<file path="src/rtl/uart_pkg.sv">
// uart_pkg: UART frame defaults and transmitter state encoding, shared with the receiver
package uart_pkg;
  typedef enum logic [2:0] {IDLE, START, DATA, PARITY, STOP} tx_state_t;
  localparam int DEF_DATA_BITS  = 8;
  localparam int DEF_STOP_BITS  = 1;
  localparam int DEF_PARITY_EN  = 0;
  localparam int DEF_PARITY_ODD = 0;
endpackage

</file>
<file path="src/rtl/uart_transmitter.sv">
// uart_transmitter: UART serialiser with a one-entry holding buffer, paced by an external baud clock
//   clk       system clock, all state on its rising edge
//   rst_n     asynchronous active-low reset
//   baud_clk  baud clock, sampled as data; its rising edge marks a bit boundary
//   tx_data   byte to send, LSB first, low DATA_BITS used
//   tx_valid  upstream offers tx_data
//   tx_ready  holding buffer empty; accept on tx_valid && tx_ready
//   tx_serial registered serial line, idle high
//   tx_busy   frame in progress or byte buffered
//   tx_done   one-cycle pulse at the end of each frame's last stop bit
module uart_transmitter
  import uart_pkg::*;
#(
  parameter int DATA_BITS  = DEF_DATA_BITS,
  parameter int PARITY_EN  = DEF_PARITY_EN,
  parameter int PARITY_ODD = DEF_PARITY_ODD,
  parameter int STOP_BITS  = DEF_STOP_BITS
) (
  input  logic       clk,
  input  logic       rst_n,
  input  logic       baud_clk,
  input  logic [7:0] tx_data,
  input  logic       tx_valid,
  output logic       tx_ready,
  output logic       tx_serial,
  output logic       tx_busy,
  output logic       tx_done
);
  tx_state_t state, state_d;
  logic       baud_q, tick, load, last_stop;
  logic       buf_full, buf_full_d;
  logic [7:0] buf_data, buf_data_d, shreg, shreg_d;
  logic [2:0] bit_cnt, bit_cnt_d;
  logic       stop_cnt, stop_cnt_d;
  logic       par, par_d, serial_d;

  assign tick      = baud_clk & ~baud_q;
  assign last_stop = stop_cnt == 1'(STOP_BITS - 1);
  // ready depends only on the registered buffer flag, so a drain and a refill never share a cycle
  assign tx_ready  = ~buf_full;
  assign tx_busy   = (state != IDLE) | buf_full;

  always_comb begin
    state_d    = state;
    buf_full_d = buf_full;
    buf_data_d = buf_data;
    shreg_d    = shreg;
    bit_cnt_d  = bit_cnt;
    stop_cnt_d = stop_cnt;
    par_d      = par;
    load       = 1'b0;
    if (tx_valid && !buf_full) begin
      buf_full_d = 1'b1;
      buf_data_d = tx_data;
    end
    if (tick) begin
      case (state)
        IDLE:   load = buf_full;
        START:  state_d = DATA;
        DATA: begin
          shreg_d   = shreg >> 1;
          bit_cnt_d = bit_cnt + 3'd1;
          if (bit_cnt == 3'(DATA_BITS - 1)) state_d = (PARITY_EN != 0) ? PARITY : STOP;
        end
        PARITY: state_d = STOP;
        STOP: begin
          if (last_stop) begin
            state_d = IDLE;
            load    = buf_full;
          end else begin
            stop_cnt_d = stop_cnt + 1'b1;
          end
        end
        default: state_d = IDLE;
      endcase
    end
    // loading from STOP chains the next start bit straight after the last stop bit
    if (load) begin
      state_d    = START;
      buf_full_d = 1'b0;
      shreg_d    = buf_data;
      bit_cnt_d  = '0;
      stop_cnt_d = 1'b0;
      par_d      = (^buf_data[DATA_BITS-1:0]) ^ (PARITY_ODD != 0);
    end
    serial_d = (state_d == START)  ? 1'b0 :
               (state_d == DATA)   ? shreg_d[0] :
               (state_d == PARITY) ? par_d : 1'b1;
  end

  always_ff @(posedge clk or negedge rst_n) begin
    if (!rst_n) begin
      state     <= IDLE;
      baud_q    <= 1'b0;
      buf_full  <= 1'b0;
      buf_data  <= '0;
      shreg     <= '0;
      bit_cnt   <= '0;
      stop_cnt  <= 1'b0;
      par       <= 1'b0;
      tx_serial <= 1'b1;
      tx_done   <= 1'b0;
    end else begin
      state     <= state_d;
      baud_q    <= baud_clk;
      buf_full  <= buf_full_d;
      buf_data  <= buf_data_d;
      shreg     <= shreg_d;
      bit_cnt   <= bit_cnt_d;
      stop_cnt  <= stop_cnt_d;
      par       <= par_d;
      tx_serial <= serial_d;
      tx_done   <= tick && state == STOP && last_stop;
    end
  end
endmodule

</file>
<file path="config.mk">
export PLATFORM = sky130hd
export DESIGN_NAME = uart_transmitter
export DESIGN_NICKNAME = d
export VERILOG_FILES = /design/src/rtl/uart_pkg.sv /design/src/rtl/uart_transmitter.sv
export SDC_FILE = /design/constraint.sdc
export NUM_CORES = 1
export LEC_CHECK = 0
export CAP_MARGIN = 15
export CORE_MARGIN = 1
export CORE_UTILIZATION = 38
export CTS_BUF_LIST = sky130_fd_sc_hd__clkbuf_8
export CTS_CLUSTER_SIZE = 30
export DETAILED_ROUTE_END_ITERATION = 8
export GPL_TIMING_DRIVEN = 0
export PLACE_DENSITY_LB_ADDON = 0.3
export REMOVE_ABC_BUFFERS = 1
export SKIP_CTS_REPAIR_TIMING = 1
export SYNTH_ARGS = -nofsm -noshare
export SYNTH_HDL_FRONTEND = slang
export SYNTH_SLANG_ARGS = --single-unit
</file>
<file path="constraint.sdc">
create_clock -name clk -period 2 [get_ports clk]
set_input_delay 0.4 -clock clk [delete_from_list [all_inputs] [get_ports clk]]
set_output_delay 0.4 -clock clk [all_outputs]
set_load 0.01 [all_outputs]
</file>
==> results summary <==
The wire length reported by the detailed router is just under 2000 um. The largest individual stage delay along the critical path comes from the cell sky130_fd_sc_hd__dfrtp_1. The leakage power total came out at ~0.66 nW. The achievable clock frequency came out at 0.524 GHz.

The via density per instance is 4.93. The tightest slew margin relative to the limit came out at a little under three fifths. The final global-route overflow total came out at 0. The number of top-level pins came out at 16. The power share of the sequential group is a little under half. The power density over the cells came out at 1410 mW/mm^2. The count of inserted antenna diode cells came out at 0. The clock passes through at most 2 buffers. The depth of the CTS H-tree is 1. The share of synthesized area in the top cell type comes to 51.4%. The number of search-and-repair iterations in the first detailed-routing pass is 4.

The floorplan die height is 59.7 um. The signal arrival time at the worst endpoint came out at roughly 1.5 ns. After synthesis, the cell types taking the most area are sky130_fd_sc_hd__dfrtp_1 51%, sky130_fd_sc_hd__xnor2_1 4.8%, sky130_fd_sc_hd__mux2_2 4.5%. The internal power of the cells is between 0.001 and 0.0015 W. The switching power as a share of total power is between 30 and 40%. The total of buffers placed on input and output ports is 15. The clock arrives with 0.00332 ns of skew. The floorplan core area came out at roughly 0.0031 mm^2. The largest stage delay on the critical path came out at 0.56 ns. The critical path required time is 1.60 ns. Of all flip-flops after synthesis, the portion carrying an async set or reset was 100%. The die covers around 0.0036 mm^2. In the synthesized netlist the dominant register cell turns out to be sky130_fd_sc_hd__dfrtp_1. Setup repair after global routing left no endpoint under its margin. Summed over all nets, the half-perimeter wirelength after detailed placement is 1420 um. The floorplan row count is 20. The tree built by TritonCTS fans out to 27 sinks. The via total after detailed routing came out at around 820. The final net count is 137. The ratio of cells with drive above 1 in the final layout came out at 17.2%.

The most repeated cell in the gate-level netlist after synthesis is sky130_fd_sc_hd__dfrtp_1. The number of synthesized flops with an enable pin is 0. Entering global routing, the biggest net connects 28 pins. The CTS tree is yes. The worst supply voltage drop on vdd is 1010 uV. Together, buffers and inverters on the worst path number 1. The overall track demand over capacity in global routing came out at 13.3%. The worst-path maximum fanout came out at 8. The total of max-cap violations is 0. The chip width is 59.7 um.

The global-route wire length before repair came out at around 3500 um. The area added between synthesis and finish is 18.2%. The relative contribution of the clock network to total power came out at 14.8%. The detailed router finished its first iteration with 20 violations. The tightest hold path in the finished design has a slack of 0.505 ns. The number of DRC violations after detailed routing came out at 0. The final count of pins violating max slew came out at 0. The post-route fraction of the period consumed by the critical path came out at 95.4%. The later-pin clock latency in the skew report is 0.28 ns.

The signal on the critical path passes through nor2_2 > nand2_1 > clkdlybuf4s50_1. Once layout is complete, the cells apart from fillers number roughly 170. Setup violations remaining at the end of the flow were counted as 0. The number of placed instances, taps included, is 161. Routability-driven placement finished with a final weighted congestion of 0.760. Once detail routing completed, the nets flagged for antenna violations numbered 0. STA classifies the critical path startpoint as a flop. The worst setup path is captured at a primary output. The actual transition at the worst max-transition pin is 0.669 ns. The synthesized netlist contains 34 unique library cells. The number of flip-flops and latches in the synthesized netlist is 27. The minimum period implied by the final worst setup slack came out at 1.91 ns.

The flow ran to the end, and the final reports show no timing, DRC or antenna violations. The share of the Yosys chip area taken by registers is 53.5%. Of all cell types, the one taking the most synthesized area is sky130_fd_sc_hd__dfrtp_1. The number of antenna violations at the first check in global routing is 0.

The number of clock buffers inserted by TritonCTS came out at 3. The via count of the first global-routing pass was 804. The clock root buffer is sky130_fd_sc_hd__clkbuf_8. The part of the power in combinational logic came out at 38.3%.

The routed length per placed instance came out at 12.0 um. After synthesis the cells add up to 0.00126 mm^2. Among cell families on the critical path, the largest total delay comes from flip-flops. The clock-pin slew of the registers on the worst-case setup and hold paths came out at approximately 0.090 ns. The average cell area after synthesis came out at 11.9 um^2. The count of warnings emitted by yosys is 0.

By startpoint and endpoint, the worst setup path is classified as reg -> out. The total net switching power came out at 0.000726 W. The cell count after synthesis came out at 106. The number of failing hold endpoints at the final stage is 0.

The worst hold-check path type is in -> async. The initial core utilization is about 40%. In the synthesized netlist, the cells that appear most often are 26 x sky130_fd_sc_hd__dfrtp_1, 14 x sky130_fd_sc_hd__nand2_1, 7 x sky130_fd_sc_hd__xnor2_1.
-- power by group through the flow --
stage               clock [W]  sequential [W]  combinational [W]
finish               0.000312        0.000993           0.000809
global route         0.000336         0.00102           0.000903
CTS                  0.000324        0.000990           0.000819
detailed placement          0         0.00100           0.000812
global placement            0        0.000989           0.000799
floorplan                   0        0.000956           0.000645
-- stage by stage --
stage                     setup slack, ns  instance area [um^2]  util (%)  power (W)  setup TNS, ns
final                              0.0925                  1500      48.2    0.00212              0
after global routing               0.0353                  1500      48.2    0.00226              0
after CTS                          0.0557                  1480      47.6    0.00213              0
after detailed placement          -0.0378                  1430      46.1    0.00181        -0.0378
after global placement          -0.000843                  1430      46.1    0.00179      -0.000843
after floorplan                     0.501                  1230         -    0.00160              0
-- flip-flops by register name, indices dropped and copies added (netlist names) --
| register | cells |
|---|---|
| baud_q | 1 |
| bit_cnt | 3 |
| buf_data | 8 |
| buf_full | 1 |
| par | 1 |
| shreg | 8 |
| state | 3 |
| tx_done | 1 |
| tx_serial | 1 |
-- path summary, 6_finish.rpt --
check | start | end | slack, ns | depth (start not counted)
hold reg to reg | shreg[4]$_DFFE_PN0P_ | shreg[4]$_DFFE_PN0P_ | 0.50 | 2
hold / removal | rst_n | state[2]$_DFF_PN0_ | 0.50 | 1
setup reg to reg | bit_cnt[0]$_DFFE_PN0P_ | tx_serial$_DFF_PN1_ | 0.32 | 6
max in group asynchronous | rst_n | shreg[6]$_DFFE_PN0P_ | 0.98 | 2
setup / recovery | state[0]$_DFF_PN0_ | tx_busy | 0.09 | 3
min in group clk | shreg[4]$_DFFE_PN0P_ | shreg[4]$_DFFE_PN0P_ | 0.51 | 2
-- cell families (layout without fill, tap and decap cells) --
| kind of cell | Yosys count | count (layout) | synth area share (%) |
|---|---|---|---|
| AND/OR/NAND/NOR | 34 | 34 | 15.9 |
| flip-flops | 27 | 27 | 53.5 |
| adder cells (fa/ha/maj) | 2 | 2 | 1.98 |
| multiplexers | 8 | 8 | 7.12 |
| XOR/XNOR | 7 | 7 | 4.85 |
| AO/OA/AOI/OAI | 21 | 21 | 12.7 |
| buffers and inverters | 7 | 23 | 3.96 |
-- layout make-up --
cell class,count,area [um^2]
timing repair buffer,16,165
fill,307,1610
clock inverter,1,5.00
clock buffer,3,41.3
sequential,27,677
tap,44,55.1
inverter,3,11.3
multi-input combinational,72,541
-- worst register-to-register path: cells and delay by family, from the launching register on --
family,cells,cell delay [ns]
AND/OR/NAND/NOR,1,0.19
AO/OA/AOI/OAI,3,0.60
adder cells (fa/ha/maj),2,0.41
flip-flops,1,0.40
-- per-layer routing --
metal | global-route usage, % | wire length (um)
met5 | 0 | 0
met4 | 4.98 | 24
met3 | 4.55 | 91
met2 | 22.4 | 969
met1 | 15.7 | 899
-- placed cells by master, fill, tap and decap left out, types with 2 or more instances in the layout --
cell type	instances
sky130_fd_sc_hd__a21oi_1	2
sky130_fd_sc_hd__a22o_1	3
sky130_fd_sc_hd__a22oi_1	5
sky130_fd_sc_hd__clkbuf_8	3
sky130_fd_sc_hd__clkdlybuf4s50_1	15
sky130_fd_sc_hd__dfrtp_1	26
sky130_fd_sc_hd__ha_1	2
sky130_fd_sc_hd__inv_1	3
sky130_fd_sc_hd__mux2_1	3
sky130_fd_sc_hd__mux2_2	5
sky130_fd_sc_hd__nand2_1	14
sky130_fd_sc_hd__nor2_1	5
sky130_fd_sc_hd__nor2b_1	3
sky130_fd_sc_hd__nor3_1	2
sky130_fd_sc_hd__o21ai_0	3
sky130_fd_sc_hd__xnor2_1	7
No activity file was read; power rests on OpenSTA's default activity.
